File: config.mk
export PLATFORM = sky130hd
export DESIGN_NAME = fetch_unit_flat
export DESIGN_NICKNAME = d
export VERILOG_FILES = /design/src/rtl/fetch_unit_if.sv /design/src/rtl/fetch_unit.sv /design/src/flat_wrapper.sv
export SDC_FILE = /design/constraint.sdc
export NUM_CORES = 1
export LEC_CHECK = 0
export BUFFER_PORTS_ARGS = -buffer_cell sky130_fd_sc_hd__buf_4
export CAP_MARGIN = 20
export CORE_UTILIZATION = 49
export CTS_CLUSTER_DIAMETER = 60
export DETAILED_ROUTE_END_ITERATION = 10
export PLACE_DENSITY = 0.79
export SLEW_MARGIN = 20
export SYNTH_ARGS = -nofsm -noshare
export SYNTH_HDL_FRONTEND = slang
export SYNTH_SLANG_ARGS = --single-unit
File: constraint.sdc
create_clock -name clk -period 3 [get_ports clk]
set_input_delay 0.15 -clock clk [delete_from_list [all_inputs] [get_ports clk]]
set_output_delay 0.15 -clock clk [all_outputs]
set_load 0.02 [all_outputs]
File: src/rtl/fetch_unit_if.sv
// fetch_unit_if: instruction-memory, redirect and decode-handshake signals of the fetch stage.
interface fetch_unit_if;
    logic [31:0] pc_out;
    logic [31:0] instr_in;
    logic        redirect_valid;
    logic [31:0] redirect_pc;
    logic        out_valid;
    logic        out_ready;
    logic [31:0] out_instr;
    logic [31:0] out_pc;
    logic [31:0] out_pc_plus4;
    logic        halted;
    logic [31:0] fetch_count;
    modport master (
        output pc_out, out_valid, out_instr, out_pc, out_pc_plus4, halted, fetch_count,
        input  instr_in, redirect_valid, redirect_pc, out_ready
    );
    modport slave (
        input  pc_out, out_valid, out_instr, out_pc, out_pc_plus4, halted, fetch_count,
        output instr_in, redirect_valid, redirect_pc, out_ready
    );
endinterface

File: src/rtl/fetch_unit.sv
// fetch_unit: PC generation and instruction fetch into a small prefetch queue feeding decode.
module fetch_unit #(
    parameter logic [31:0] RESET_PC   = 32'h0040_0000,
    parameter int          DEPTH      = 2,
    parameter logic [31:0] HALT_INSTR = 32'h0000_000C
) (
    input logic          clk,
    input logic          reset_n,
    fetch_unit_if.master bus
);
    localparam int AW = $clog2(DEPTH);
    localparam int CW = AW + 1;
    logic [31:0]   fetch_pc_q, fetch_pc_d, fetch_count_q, fetch_count_d;
    logic [CW-1:0] count_q, count_d;
    logic [AW-1:0] rd_q, rd_d, wr_q, wr_d;
    logic          halted_q, halted_d;
    logic [31:0]   ent_pc_q [DEPTH];
    logic [31:0]   ent_pc_d [DEPTH];
    logic [31:0]   ent_instr_q [DEPTH];
    logic [31:0]   ent_instr_d [DEPTH];
    logic          pop, push, redir;
    always_comb begin
        redir = bus.redirect_valid;
        pop   = (count_q != '0) & bus.out_ready;
        push  = !redir & !halted_q & ((count_q < CW'(DEPTH)) | pop);
        ent_pc_d    = ent_pc_q;
        ent_instr_d = ent_instr_q;
        if (push) begin
            ent_pc_d[wr_q]    = fetch_pc_q;
            ent_instr_d[wr_q] = bus.instr_in;
        end
        // a redirect flushes the queue but still honours a pop made in the same cycle
        rd_d          = redir ? '0 : rd_q + AW'(pop);
        wr_d          = redir ? '0 : wr_q + AW'(push);
        count_d       = redir ? '0 : count_q + CW'(push) - CW'(pop);
        fetch_pc_d    = redir ? (bus.redirect_pc & ~32'd3) : fetch_pc_q + (push ? 32'd4 : 32'd0);
        fetch_count_d = fetch_count_q + 32'(push);
        halted_d      = redir ? 1'b0 : halted_q | (push & (bus.instr_in == HALT_INSTR));
    end
    always_ff @(posedge clk or negedge reset_n) begin
        if (!reset_n) begin
            fetch_pc_q    <= RESET_PC;
            fetch_count_q <= '0;
            count_q       <= '0;
            rd_q          <= '0;
            wr_q          <= '0;
            halted_q      <= 1'b0;
            ent_pc_q      <= '{default: '0};
            ent_instr_q   <= '{default: '0};
        end else begin
            fetch_pc_q    <= fetch_pc_d;
            fetch_count_q <= fetch_count_d;
            count_q       <= count_d;
            rd_q          <= rd_d;
            wr_q          <= wr_d;
            halted_q      <= halted_d;
            ent_pc_q      <= ent_pc_d;
            ent_instr_q   <= ent_instr_d;
        end
    end
    assign bus.pc_out       = fetch_pc_q;
    assign bus.out_valid    = (count_q != '0);
    assign bus.out_instr    = ent_instr_q[rd_q];
    assign bus.out_pc       = ent_pc_q[rd_q];
    assign bus.out_pc_plus4 = ent_pc_q[rd_q] + 32'd4;
    assign bus.halted       = halted_q;
    assign bus.fetch_count  = fetch_count_q;
endmodule

File: src/flat_wrapper.sv
// flat-port wrapper written by rule: the top's interface ports become plain ports
module fetch_unit_flat 
#(
    parameter logic [31:0] RESET_PC   = 32'h0040_0000,
    parameter int          DEPTH      = 2,
    parameter logic [31:0] HALT_INSTR = 32'h0000_000C
)
  (clk, reset_n, bus_pc_out, bus_out_valid, bus_out_instr, bus_out_pc, bus_out_pc_plus4, bus_halted, bus_fetch_count, bus_instr_in, bus_redirect_valid, bus_redirect_pc, bus_out_ready);
  fetch_unit_if bus_i ();
  input logic clk;
  input logic reset_n;
  output wire logic [$bits(bus_i.pc_out)-1:0] bus_pc_out;
  output wire logic [$bits(bus_i.out_valid)-1:0] bus_out_valid;
  output wire logic [$bits(bus_i.out_instr)-1:0] bus_out_instr;
  output wire logic [$bits(bus_i.out_pc)-1:0] bus_out_pc;
  output wire logic [$bits(bus_i.out_pc_plus4)-1:0] bus_out_pc_plus4;
  output wire logic [$bits(bus_i.halted)-1:0] bus_halted;
  output wire logic [$bits(bus_i.fetch_count)-1:0] bus_fetch_count;
  input wire logic [$bits(bus_i.instr_in)-1:0] bus_instr_in;
  input wire logic [$bits(bus_i.redirect_valid)-1:0] bus_redirect_valid;
  input wire logic [$bits(bus_i.redirect_pc)-1:0] bus_redirect_pc;
  input wire logic [$bits(bus_i.out_ready)-1:0] bus_out_ready;
  assign bus_pc_out = bus_i.pc_out;
  assign bus_out_valid = bus_i.out_valid;
  assign bus_out_instr = bus_i.out_instr;
  assign bus_out_pc = bus_i.out_pc;
  assign bus_out_pc_plus4 = bus_i.out_pc_plus4;
  assign bus_halted = bus_i.halted;
  assign bus_fetch_count = bus_i.fetch_count;
  assign bus_i.instr_in = bus_instr_in;
  assign bus_i.redirect_valid = bus_redirect_valid;
  assign bus_i.redirect_pc = bus_redirect_pc;
  assign bus_i.out_ready = bus_out_ready;
  fetch_unit #(.RESET_PC(RESET_PC), .DEPTH(DEPTH), .HALT_INSTR(HALT_INSTR)) u_core (.clk(clk), .reset_n(reset_n), .bus(bus_i));
endmodule
Word-level counts from Yosys, hierarchy flattened
Cells that the tools add are included.
{"block": "op_classes", "addsub": 7, "mul": 0, "n_div": 0, "magnitude_cmp": 4, "n_eq_ne": 1, "shift": 0, "muxes": 16, "bitwise": 8, "reduce_logical": 4}
{"op": "32-bit two-way mux", "n": 8}
{"op": "64-bit bitwise mux", "n": 2}
{"op": "32-bit by 1-bit adder with 32-bit output", "n": 1}
{"op": "32-bit by 3-bit adder with 32-bit output (second input constant)", "n": 1}
{"op": "32-bit adder", "n": 1}
{"op": "32-bit demux with 1-bit select", "n": 1}
{"op": "32-bit by 4-bit equality test with 1-bit output (second input constant)", "n": 1}
{"op": "1-bit AND", "n": 4}
{"op": "2-bit greater-or-equal comparator (second input constant)", "n": 2}
{"op": "1-bit inverter with 2-bit output", "n": 2}
{"op": "1-bit two-way mux", "n": 3}
{"op": "3-bit two-way mux", "n": 1}
{"op": "1-bit adder", "n": 2}
{"op": "2-bit by 1-bit adder with 2-bit output", "n": 1}
{"op": "1-bit zero test", "n": 2}
{"op": "2-bit by 1-bit < comparator with 1-bit output (second input constant)", "n": 1}
{"op": "2-bit < comparator (second input constant)", "n": 1}
{"op": "2-bit two-way mux", "n": 1}
{"op": "1-bit bitwise OR", "n": 2}
{"op": "2-bit nonzero test", "n": 1}
{"op": "2-bit by 1-bit subtractor with 2-bit output", "n": 1}
{"op": "1-bit logical AND", "n": 1}
{"block": "word_totals", "reg_bits": 197, "latchBits": 0, "ramBits": 0, "rom_bits": 0, "wordCells": 50, "n_memories": 0}

Depth between registers and ports, before layout
Gate-level depths: netlist (run 1).
{"block": "logic_depth", "depth_word": 7, "mapped_depth": 12, "ltp_nobuf": 9}

Least setup slack after synthesis (run 1)
No wires, ideal clock.
{"block": "synth_timing", "kind": "reg-to-output", "startpoint": "register u_core.rd_q", "endpoint": "output port bus_out_pc_plus4[22]", "t_arrival_ns": 3.397, "required_time_ns": 2.850, "path_slack_ns": -0.547, "stages_incl_launch_ff": 13, "path_buffers": 4, "cell_sequence": "dfrtp_1 -> buf_2 -> buf_2 -> buf_1 -> buf_2 -> mux2i_1 -> inv_1 -> ha_1 -> nand4_1 -> a21oi_2 -> nand4_1 -> nor4b_1 -> xor2_1"}
{"block": "synth_via", "elab_chain_len": 5}
{"item": "start, declared", "line_no": "fetch_unit.sv:15", "rtl": "logic [AW-1:0] rd_q, rd_d, wr_q, wr_d;"}
{"item": "start signal, assigned", "line_no": "fetch_unit.sv:54", "rtl": "rd_q <= rd_d;"}
{"item": "1-bit inverter with 2-bit output"}
{"item": "32-bit two-way mux (3 in a row)"}
{"item": "via bus_out_pc[2]", "line_no": "flat_wrapper.sv:15", "rtl": "output wire logic [$bits(bus_i.out_pc)-1:0] bus_out_pc;"}
{"item": "32-bit by 3-bit adder with 32-bit output", "line_no": "fetch_unit.sv:65", "rtl": "assign bus.out_pc_plus4 = ent_pc_q[rd_q] + 32'd4;"}
{"item": "end, declared", "line_no": "flat_wrapper.sv:16", "rtl": "output wire logic [$bits(bus_i.out_pc_plus4)-1:0] bus_out_pc_plus4;"}
The timed path passes the listed nets, and every way through them passes these cells. The select of a mux whose other input is x is not followed.

Worst setup path after layout (run 1)
{"block": "layout_timing", "startpoint": "register u_core.rd_q", "endpoint": "output port bus_out_pc_plus4[31]"}
{"block": "layout_via", "elab_chain_len": 5}
{"item": "1-bit inverter with 2-bit output (implied by the code)", "line_no": "fetch_unit.sv:65"}
{"item": "32-bit two-way mux (implied by the code) (3 in a row)", "line_no": "fetch_unit.sv:65"}
{"item": "32-bit by 3-bit adder with 32-bit output", "line_no": "fetch_unit.sv:65"}
No other way between the ends. The select of a mux whose other input is x is not followed.

==> results of run 1 <==
-- worst max path at each step --
stage                      endpoint  slack, ns  cells after the start
4_1_cts        bus_out_pc_plus4[30]      -0.04                      8
6_report       bus_out_pc_plus4[31]       0.10                      8
3_5_place_dp   bus_out_pc_plus4[30]       0.36                      8
5_1_grt        bus_out_pc_plus4[20]      -0.01                     10
2_1_floorplan  bus_out_pc_plus4[22]      0.003                     12
3_3_place_gp   bus_out_pc_plus4[26]       0.40                      9
-- registers in the layout (all words and copies together), names as in the netlist --
signal / count
u_core.bus.fetch_count: 32
u_core.bus.halted: 1
u_core.bus.pc_out: 30
u_core.count_q: 2
u_core.ent_instr_q: 64
u_core.ent_pc_q: 60
u_core.rd_q: 1
u_core.wr_q: 1
-- kinds of logic (layout without fill, tap and decap cells) --
kind of cell               count (synthesis)  after routing  share of synthesized area (%)
AOI/OAI and AO/OA                         53             53                           3.20
xor gates and xnor gates                  88             88                           8.14
other                                      1              6                         0.0396
adders and majority gates                  7              7                          0.926
DFF                                      191            191                           50.5
muxes                                    180            180                           21.3
and+or+nand+nor                          231            231                           13.2
buffers and inverters                     54            356                           2.60
-- routing by layer --
layer  up-vias  share of wire [%]
met5         -                  0
met4         0                2.5
met3        47                4.8
met2       233                 49
met1      3740                 43
li1       3446                  -
-- cell usage after synthesis, drive strengths merged, types with 3 or more instances --
| library cell | n |
|---|---|
| nand2 | 67 |
| xnor2 | 41 |
| dfrtp | 190 |
| nor3 | 14 |
| inv | 12 |
| a21oi | 5 |
| nand3b | 5 |
| and3 | 10 |
| nand4b | 8 |
| nor4b | 3 |
| nor2 | 18 |
| clkbuf | 18 |
| xor2 | 47 |
| and4 | 4 |
| mux2i | 7 |
| nor4 | 11 |
| o21ai | 35 |
| mux2 | 173 |
| nand3 | 38 |
| nand4 | 31 |
| buf | 24 |
| nor2b | 6 |
| and2 | 7 |
| ha | 7 |
-- layout make-up --
class / instances / area, µm² / share of cell area (%)
Timing Repair Buffer: 312 / 2530 / 19.7
Clock buffer: 21 / 450 / 3.52
Inverter: 12 / 45.0 / 0.352
Sequential cell: 191 / 4780 / 37.4
Tap cell: 260 / 325 / 2.54
Clock inverter: 11 / 106 / 0.830
Multi-Input combinational cell: 565 / 4570 / 35.7
-- metrics by stage --
step           std cells  setup TNS, ns  hold WS (ns)
6_report            1372              0         0.158
3_5_place_dp        1268              0         0.288
4_1_cts             1364        -0.0808         0.156
5_1_grt             1372        -0.0372         0.175
3_3_place_gp        1268              0         0.279
2_1_floorplan        810              0        -0.146
-- worst register-to-register path, stage by stage, from the launching register on --
cell and delay (ns):
sky130_fd_sc_hd__dfrtp_1 0.42, sky130_fd_sc_hd__or2_2 0.35, sky130_fd_sc_hd__nor2_1 0.28, sky130_fd_sc_hd__ha_1 0.28
sky130_fd_sc_hd__ha_1 0.23, sky130_fd_sc_hd__and3_1 0.27, sky130_fd_sc_hd__and2_1 0.33, sky130_fd_sc_hd__nand4_1 0.15
sky130_fd_sc_hd__xnor2_1 0.14
-- power by group through the flow --
stage | Clock, mW | Combinational (mW) | Sequential (mW)
6_report | 2.17 | 4.96 | 4.04
2_1_floorplan | 0 | 3.08 | 3.94
4_1_cts | 2.22 | 4.90 | 4.02
3_5_place_dp | 0 | 4.81 | 4.06
5_1_grt | 2.32 | 5.27 | 4.14
3_3_place_gp | 0 | 4.71 | 4.01
-- timing repair --
item | CTS | global route
setup buffers | 1 | 8
setup endpoints to repair | 4 | 12
hold buffers | 63 | 0
pin swaps | 3 | 7
endpoints found under the hold margin | 189 | 0
resized for setup | 3 | 10
==> flow_results.xml, run 1 <==
<?xml version="1.0" encoding="UTF-8"?>
<metrics>
  <group name="yosys">
    <metric name="synth.ff_latch_count" unit="">191</metric>
    <metric name="sequential_fraction_of_the_synthesis_area" unit="%">50.5</metric>
    <metric name="ys.warnings.count" unit="">0</metric>
    <metric name="synthesis.instances" unit="">805</metric>
    <metric name="syn_area_per_cell" unit="µm²">11.8</metric>
    <metric name="yosys.area.top_type" unit="">sky130_fd_sc_hd__dfrtp_1</metric>
    <metric name="synthesis.area" unit="mm²">0.00946</metric>
    <metric name="ys_top_cells_by_area" unit="">sky130_fd_sc_hd__dfrtp_1, sky130_fd_sc_hd__mux2_2, sky130_fd_sc_hd__xor2_1</metric>
    <metric name="async_flop_share" unit="%">100</metric>
    <metric name="synth_top_cell_area_share" unit="%">50.2</metric>
    <metric name="synth_flop_cell" unit="">sky130_fd_sc_hd__dfrtp_1</metric>
    <metric name="synth-edff-count" unit="">0</metric>
    <metric name="ys_types" unit="">51</metric>
  </group>
  <group name="drt">
    <metric name="first_iter_violations" unit="">370</metric>
    <metric name="route.antenna.remaining_nets" unit="">0</metric>
    <metric name="drt_drc_violations_left" unit="">0</metric>
    <metric name="detail_route.first_pass.iterations" unit="">6</metric>
    <metric name="route.detailed.wl_per_inst" unit="µm">18.0</metric>
    <metric name="routed_wl" unit="µm">24600</metric>
    <metric name="detail_route.vias_per_cell" unit="">5.44</metric>
    <metric name="vias" unit="">7466</metric>
  </group>
  <group name="timing">
    <metric name="share_of_the_cycle_needed_by_the_critical_path_after_routing" unit="%">96.6</metric>
    <metric name="timing.final.hold_violations" unit="">0</metric>
    <metric name="worst_path_setup_slack_after_routing" unit="ns">0.101</metric>
    <metric name="fmax" unit="MHz">345</metric>
    <metric name="period_minus_slack" unit="ns">2.90</metric>
    <metric name="count_of_final_setup_violators" unit="">0</metric>
    <metric name="grt_setup_unrepaired" unit="">yes</metric>
    <metric name="finClkSkew" unit="ns">0.0102</metric>
    <metric name="worst-slew-pin-transition" unit="ns">0.783</metric>
    <metric name="max-slew-margin-rel" unit="%">47.8</metric>
    <metric name="timing_max_transition_violations_final" unit="">0</metric>
  </group>
  <group name="global_route">
    <metric name="overflow" unit="">0</metric>
    <metric name="gr-usage-met1" unit="%">33.3</metric>
    <metric name="grt_pass1_wl" unit="µm">39500</metric>
    <metric name="grt.busiest_layer" unit="">met2</metric>
    <metric name="grt_max_degree" unit="">99</metric>
    <metric name="groute.layer.met2.usage" unit="%">42.5</metric>
    <metric name="grt_util_all_layers" unit="%">25.4</metric>
    <metric name="first_global_vias" unit="">7583</metric>
    <metric name="gr-usage-met3" unit="%">4.31</metric>
    <metric name="antenna_found_initial" unit="">0</metric>
  </group>
  <group name="worst_setup_path">
    <metric name="crit_path_cell_trace" unit="">buf_2 &gt; nand3b_1 &gt; a222oi_1 &gt; buf_4 &gt; nand4_1 &gt; nor4b_4 &gt; xor2_1 &gt; buf_4</metric>
    <metric name="critical-path-max-stage-delay" unit="ns">0.54</metric>
    <metric name="timing.critical_path.mode_cell" unit="">sky130_fd_sc_hd__buf_4</metric>
    <metric name="timing.critical_path.to_type" unit="">primary output</metric>
    <metric name="crit_path_start" unit="">u_core.rd_q</metric>
    <metric name="critical_path_peak_fanout" unit="">6</metric>
    <metric name="rr_endpoint" unit="">u_core.bus.fetch_count[20]</metric>
    <metric name="cp_bufs_invs" unit="">3</metric>
    <metric name="arrival" unit="ns">2.75</metric>
    <metric name="worst-r2r-cell-count" unit="">8</metric>
    <metric name="required" unit="ns">2.85</metric>
    <metric name="cp_slowest_cell" unit="">sky130_fd_sc_hd__dfrtp_4</metric>
    <metric name="timing.critical_path.max_delay_family" unit="">simple AND/OR/NAND/NOR gates</metric>
    <metric name="worstReg2RegStart" unit="">u_core.bus.halted</metric>
    <metric name="setup.reg_to_reg.worst_slack" unit="ns">0.44</metric>
    <metric name="critical_path_class" unit="">reg -&gt; out</metric>
    <metric name="critPathLaunchType" unit="">register</metric>
  </group>
  <group name="min_path">
    <metric name="worstHoldStart" unit="">bus_out_ready</metric>
    <metric name="worst_hold_path_type" unit="">in -&gt; reg</metric>
    <metric name="worst_hold_path.endpoint" unit="">u_core.rd_q</metric>
    <metric name="hold_depth" unit="">4</metric>
  </group>
  <group name="die">
    <metric name="die_x" unit="µm">141</metric>
    <metric name="ios" unit="">230</metric>
    <metric name="initial_utilization" unit="%">50.3</metric>
    <metric name="core-area" unit="mm²">0.0188</metric>
    <metric name="floorplan.rows" unit="">50</metric>
    <metric name="floorplan.die_area" unit="mm²">0.0199</metric>
    <metric name="die_h" unit="µm">141</metric>
  </group>
  <group name="clock_network">
    <metric name="cts-root-to-sink-buffers" unit="">2</metric>
    <metric name="worst_skew_late_latency" unit="ns">0.43</metric>
    <metric name="clock_tree.htree_level_count" unit="">4</metric>
    <metric name="clk_pin_slew" unit="ns">0.07</metric>
    <metric name="tritoncts" unit="">yes</metric>
    <metric name="numCtsBuffers" unit="">17</metric>
    <metric name="cts_sinks" unit="">191</metric>
    <metric name="cts_root_buf" unit="">sky130_fd_sc_hd__clkbuf_16</metric>
  </group>
  <group name="power_and_ir_drop">
    <metric name="powerDensity" unit="mW/mm²">872</metric>
    <metric name="pwr-share-clk" unit="%">19.5</metric>
    <metric name="intPower" unit="mW">6.97</metric>
    <metric name="max-vdd-ir-drop" unit="mV">0.671</metric>
    <metric name="finalPower" unit="mW">11.2</metric>
    <metric name="switching_share" unit="%">37.6</metric>
    <metric name="sequentialPowerShare" unit="%">36.1</metric>
    <metric name="power.net_switching" unit="mW">4.20</metric>
    <metric name="comb_power_share" unit="%">44.4</metric>
    <metric name="power.leakage" unit="nW">5.73</metric>
  </group>
  <group name="run_status">
    <metric name="run_status" unit="">finished, final reports clean</metric>
  </group>
  <group name="layout">
    <metric name="share_of_post_route_cells_with_drive_strength_above_1" unit="%">42.0</metric>
    <metric name="final_cell_mix" unit="">sky130_fd_sc_hd__buf_4, sky130_fd_sc_hd__dfrtp_1, sky130_fd_sc_hd__mux2_2</metric>
    <metric name="areaGrowthSynthToFinish" unit="%">35.4</metric>
    <metric name="layout.filler_cells" unit="">1420</metric>
    <metric name="finish.instance_area" unit="mm²">0.0128</metric>
    <metric name="num_antenna_cells" unit="">0</metric>
    <metric name="final_util" unit="%">68.0</metric>
    <metric name="most_common_cell_after_layout_fill_and_taps_aside" unit="">sky130_fd_sc_hd__buf_4</metric>
    <metric name="finish.net_count" unit="">1174</metric>
  </group>
  <group name="placement">
    <metric name="dpl.hpwl" unit="µm">16300</metric>
    <metric name="dpl-instance-area" unit="mm²">0.0115</metric>
    <metric name="place_worst_setup_slack" unit="ns">0.358</metric>
    <metric name="gp_routability_congestion" unit="">0.857</metric>
    <metric name="number_of_i_o_port_buffers" unit="">221</metric>
  </group>
  <group name="run">
    <metric name="drv_cap" unit="">0</metric>
  </group>
</metrics>
Note: power is estimated with default switching activity, not from simulation.
==> inputs of run 2 (changes only) <==
ABC_AREA = 1   (was not set)
CORE_UTILIZATION = 50   (was 49)
==> run 2 against run 1 <==
Net effect:
- power is 11% lower
- clock-buffer cell count is 4 lower
- critical path depth is 2 higher
- sequential power is 11% lower
- cell area is 5.2% higher
- cell count is 44% higher
- global-route usage is 3.9 points higher
- sequential share of layout area is 1.9 points lower
- highest routed layer unchanged
- first-iteration DRC count is 130% higher
- critical path type unchanged
- worst setup slack better by 0.13 ns
- area after synthesis is 9.9% higher
- clock power is 9% higher
- largest cell class is now multi-input gates
==> flow_results.xml, run 2 <==
<?xml version="1.0" encoding="UTF-8"?>
<metrics>
  <group name="run_status">
    <metric name="run_status" unit="">finished, final reports clean</metric>
  </group>
  <group name="worst_setup_path">
    <metric name="setup.reg_to_reg.worst_slack" unit="ns">0.60</metric>
    <metric name="arrival" unit="ns">2.62</metric>
    <metric name="critical_path_peak_fanout" unit="">6</metric>
    <metric name="worstReg2RegStart" unit="">u_core.count_q[1]</metric>
    <metric name="rr_endpoint" unit="">u_core.bus.pc_out[21]</metric>
    <metric name="critPathLaunchType" unit="">register</metric>
    <metric name="timing.critical_path.to_type" unit="">primary output</metric>
    <metric name="worst-r2r-cell-count" unit="">12</metric>
    <metric name="critical_path_class" unit="">reg -&gt; out</metric>
    <metric name="required" unit="ns">2.85</metric>
  </group>
  <group name="die">
    <metric name="die_x" unit="µm">146</metric>
    <metric name="floorplan.rows" unit="">52</metric>
    <metric name="core-area" unit="mm²">0.0203</metric>
    <metric name="die_h" unit="µm">146</metric>
    <metric name="floorplan.die_area" unit="mm²">0.0214</metric>
    <metric name="initial_utilization" unit="%">51.2</metric>
    <metric name="ios" unit="">230</metric>
  </group>
  <group name="min_path">
    <metric name="worst_hold_path.endpoint" unit="">u_core.bus.pc_out[12]</metric>
    <metric name="worst_hold_path_type" unit="">in -&gt; reg</metric>
    <metric name="worstHoldStart" unit="">bus_redirect_pc[12]</metric>
    <metric name="hold_depth" unit="">3</metric>
  </group>
  <group name="timing">
    <metric name="timing_max_transition_violations_final" unit="">0</metric>
    <metric name="period_minus_slack" unit="ns">2.77</metric>
    <metric name="timing.final.hold_violations" unit="">0</metric>
    <metric name="worst_path_setup_slack_after_routing" unit="ns">0.235</metric>
    <metric name="grt_setup_unrepaired" unit="">no</metric>
    <metric name="finClkSkew" unit="ns">0.0117</metric>
    <metric name="count_of_final_setup_violators" unit="">0</metric>
    <metric name="fmax" unit="MHz">362</metric>
    <metric name="share_of_the_cycle_needed_by_the_critical_path_after_routing" unit="%">92.2</metric>
    <metric name="timing.setup.tns" unit="ns">0</metric>
    <metric name="worst-slew-pin-transition" unit="ns">0.881</metric>
    <metric name="max-slew-margin-rel" unit="%">41.2</metric>
  </group>
  <group name="layout">
    <metric name="final_util" unit="%">66.4</metric>
    <metric name="most_common_cell_after_layout_fill_and_taps_aside" unit="">sky130_fd_sc_hd__nand2_1</metric>
    <metric name="layoutNonFillerInstCount" unit="">1974</metric>
    <metric name="share_of_post_route_cells_with_drive_strength_above_1" unit="%">19.0</metric>
    <metric name="number_of_flip_flops_in_the_largest_register" unit="">64</metric>
    <metric name="num_antenna_cells" unit="">0</metric>
    <metric name="final_cell_mix" unit="">sky130_fd_sc_hd__nand2_1, sky130_fd_sc_hd__buf_4, sky130_fd_sc_hd__dfrtp_1</metric>
    <metric name="regMostFlops" unit="">u_core.ent_instr_q</metric>
    <metric name="finish.net_count" unit="">1766</metric>
    <metric name="areaGrowthSynthToFinish" unit="%">29.7</metric>
  </group>
  <group name="yosys">
    <metric name="sequential_fraction_of_the_synthesis_area" unit="%">46.0</metric>
    <metric name="synth_flop_cell" unit="">sky130_fd_sc_hd__dfrtp_1</metric>
    <metric name="ys_types" unit="">36</metric>
    <metric name="synth-edff-count" unit="">0</metric>
    <metric name="share_of_synthesized_cell_area_in_and_or_nand_and_nor_gates" unit="%">32.7</metric>
    <metric name="synthesis.area" unit="mm²">0.0104</metric>
    <metric name="synth_fa_ha_area_share" unit="%">0.843</metric>
    <metric name="ys_top_cells_by_area" unit="">sky130_fd_sc_hd__dfrtp_1, sky130_fd_sc_hd__nand2_1, sky130_fd_sc_hd__o21ai_0</metric>
    <metric name="async_flop_share" unit="%">100</metric>
    <metric name="main_combinational_cell_family_by_area_after_synthesis" unit="">simple AND/OR/NAND/NOR gates</metric>
    <metric name="yosys.area.top_type" unit="">sky130_fd_sc_hd__dfrtp_1</metric>
    <metric name="syn_area_per_cell" unit="µm²">7.27</metric>
    <metric name="ys.warnings.count" unit="">0</metric>
    <metric name="synth.ff_latch_count" unit="">191</metric>
    <metric name="post_synthesis_compound_gate_area_fraction" unit="%">9.22</metric>
    <metric name="synth.cells.most_frequent" unit="">sky130_fd_sc_hd__nand2_1, sky130_fd_sc_hd__dfrtp_1, sky130_fd_sc_hd__o21ai_0</metric>
    <metric name="synth_xor_area_share" unit="%">4.38</metric>
    <metric name="synthMostInstantiatedCell" unit="">sky130_fd_sc_hd__nand2_1</metric>
    <metric name="synth.area.mux_share" unit="%">0</metric>
    <metric name="synthesis.instances" unit="">1430</metric>
    <metric name="synth_top_cell_area_share" unit="%">45.7</metric>
  </group>
  <group name="global_route">
    <metric name="overflow" unit="">0</metric>
    <metric name="grt_pass1_wl" unit="µm">49700</metric>
    <metric name="first_global_vias" unit="">9998</metric>
    <metric name="antenna_found_initial" unit="">0</metric>
    <metric name="grt_max_degree" unit="">84</metric>
    <metric name="grt_util_all_layers" unit="%">29.3</metric>
  </group>
  <group name="power_and_ir_drop">
    <metric name="finalPower" unit="mW">9.93</metric>
    <metric name="power.net_switching" unit="mW">4.06</metric>
    <metric name="intPower" unit="mW">5.86</metric>
    <metric name="pwr-share-clk" unit="%">23.8</metric>
    <metric name="max-vdd-ir-drop" unit="mV">0.462</metric>
    <metric name="powerDensity" unit="mW/mm²">736</metric>
    <metric name="comb_power_share" unit="%">40.0</metric>
    <metric name="sequentialPowerShare" unit="%">36.2</metric>
    <metric name="switching_share" unit="%">40.9</metric>
    <metric name="power.leakage" unit="nW">6.64</metric>
  </group>
  <group name="run">
    <metric name="drv_cap" unit="">0</metric>
  </group>
  <group name="clock_network">
    <metric name="cts_setup_buffers" unit="">0</metric>
    <metric name="cts_root_buf" unit="">sky130_fd_sc_hd__clkbuf_16</metric>
    <metric name="cts-root-to-sink-buffers" unit="">2</metric>
    <metric name="tritoncts" unit="">yes</metric>
    <metric name="clock_tree.htree_level_count" unit="">4</metric>
    <metric name="cts_sinks" unit="">191</metric>
    <metric name="clk_pin_slew" unit="ns">0.07</metric>
    <metric name="numCtsBuffers" unit="">17</metric>
    <metric name="worst_skew_late_latency" unit="ns">0.45</metric>
  </group>
  <group name="placement">
    <metric name="place_worst_setup_slack" unit="ns">0.585</metric>
    <metric name="dpl.hpwl" unit="µm">21300</metric>
    <metric name="number_of_i_o_port_buffers" unit="">221</metric>
    <metric name="placed_cells" unit="">1880</metric>
    <metric name="gp_routability_congestion" unit="">0.972</metric>
  </group>
  <group name="drt">
    <metric name="drt_drc_violations_left" unit="">0</metric>
    <metric name="vias" unit="">10200</metric>
    <metric name="route.detailed.wl_per_inst" unit="µm">15.6</metric>
    <metric name="routed_wl" unit="µm">30700</metric>
    <metric name="detail_route.vias_per_cell" unit="">5.18</metric>
    <metric name="route.antenna.remaining_nets" unit="">0</metric>
    <metric name="detail_route.first_pass.iterations" unit="">8</metric>
    <metric name="first_iter_violations" unit="">834</metric>
  </group>
</metrics>
-- run 2: layer usage --
layer  track usage, %  vias to the layer above  part of all wire [%]  routed length [µm]
li1                 -                     4965                     -                   -
met5                0                        -                     0                   0
met2             47.8                      373                    48               14700
met1             37.2                     4811                    41               12700
met3             7.09                       68                   7.3                2250
met4             12.6                        0                   3.5                1060
-- run 2: worst max path at each step --
stage | startpoint | to | depth (start not counted) | slack [ns]
after detailed placement | u_core.count_q[1] | u_core.bus.fetch_count[20] | 12 | 0.58
after global routing | u_core.rd_q | bus_out_pc_plus4[16] | 10 | 0.03
after floorplan | u_core.rd_q | bus_out_pc_plus4[18] | 9 | 0.57
after global placement | u_core.rd_q | bus_out_pc_plus4[16] | 9 | 0.61
final | u_core.rd_q | bus_out_pc_plus4[16] | 10 | 0.23
after CTS | u_core.rd_q | bus_out_pc_plus4[16] | 9 | 0.11
-- run 2: cell families (layout without fill, tap and decap cells) --
| family | after synthesis | after routing |
|---|---|---|
| simple gates | 834 | 834 |
| fa+ha+maj | 7 | 7 |
| compound gates | 183 | 183 |
| other cells | 1 | 6 |
| flops | 191 | 191 |
| xor+xnor | 52 | 52 |
| buf+inv | 162 | 431 |
-- run 2: layout make-up --
cell class / instances / area, µm²
multi-input cells: 1082 / 4940
repair buffers: 297 / 2420
flip-flops and latches: 191 / 4780
fillers: 1773 / 6820
inverters: 102 / 388
clock buffers: 17 / 425
clock inverters: 15 / 189
well taps: 270 / 338
-- run 2: power groups by stage --
stage	Combinational, mW	Clock, mW	Sequential (mW)
floorplan	2.33	0	3.60
global placement	3.78	0	3.59
detailed placement	3.87	0	3.63
CTS	3.96	2.39	3.58
global route	4.33	2.48	3.67
finish	3.97	2.36	3.59
-- run 2: repair_timing --
item,CTS,global route
hold buffers,62,0
gates resized for setup,0,2
endpoints found under the hold margin,174,0
setup endpoints to repair,0,11
-- run 2: metrics by stage --
| stage | hold slack [ns] | instance area, µm² |
|---|---|---|
| 2_1_floorplan | -0.146 | 10400 |
| 3_3_place_gp | 0.222 | 12200 |
| 3_5_place_dp | 0.229 | 12200 |
| 4_1_cts | 0.00793 | 13500 |
| 5_1_grt | 0.0767 | 13500 |
| 6_report | 0.0498 | 13500 |
-- run 2: worst max-delay path: stages, from the launching register on --
cell                      delay [ns]
sky130_fd_sc_hd__dfrtp_2        0.47
sky130_fd_sc_hd__nand2_1        0.10
sky130_fd_sc_hd__o21ai_1        0.17
sky130_fd_sc_hd__inv_1          0.17
sky130_fd_sc_hd__ha_1           0.28
sky130_fd_sc_hd__inv_1          0.13
sky130_fd_sc_hd__nor2_4         0.22
sky130_fd_sc_hd__nand2_1        0.15
sky130_fd_sc_hd__nor2_1         0.18
sky130_fd_sc_hd__xor2_1         0.15
sky130_fd_sc_hd__buf_4          0.16
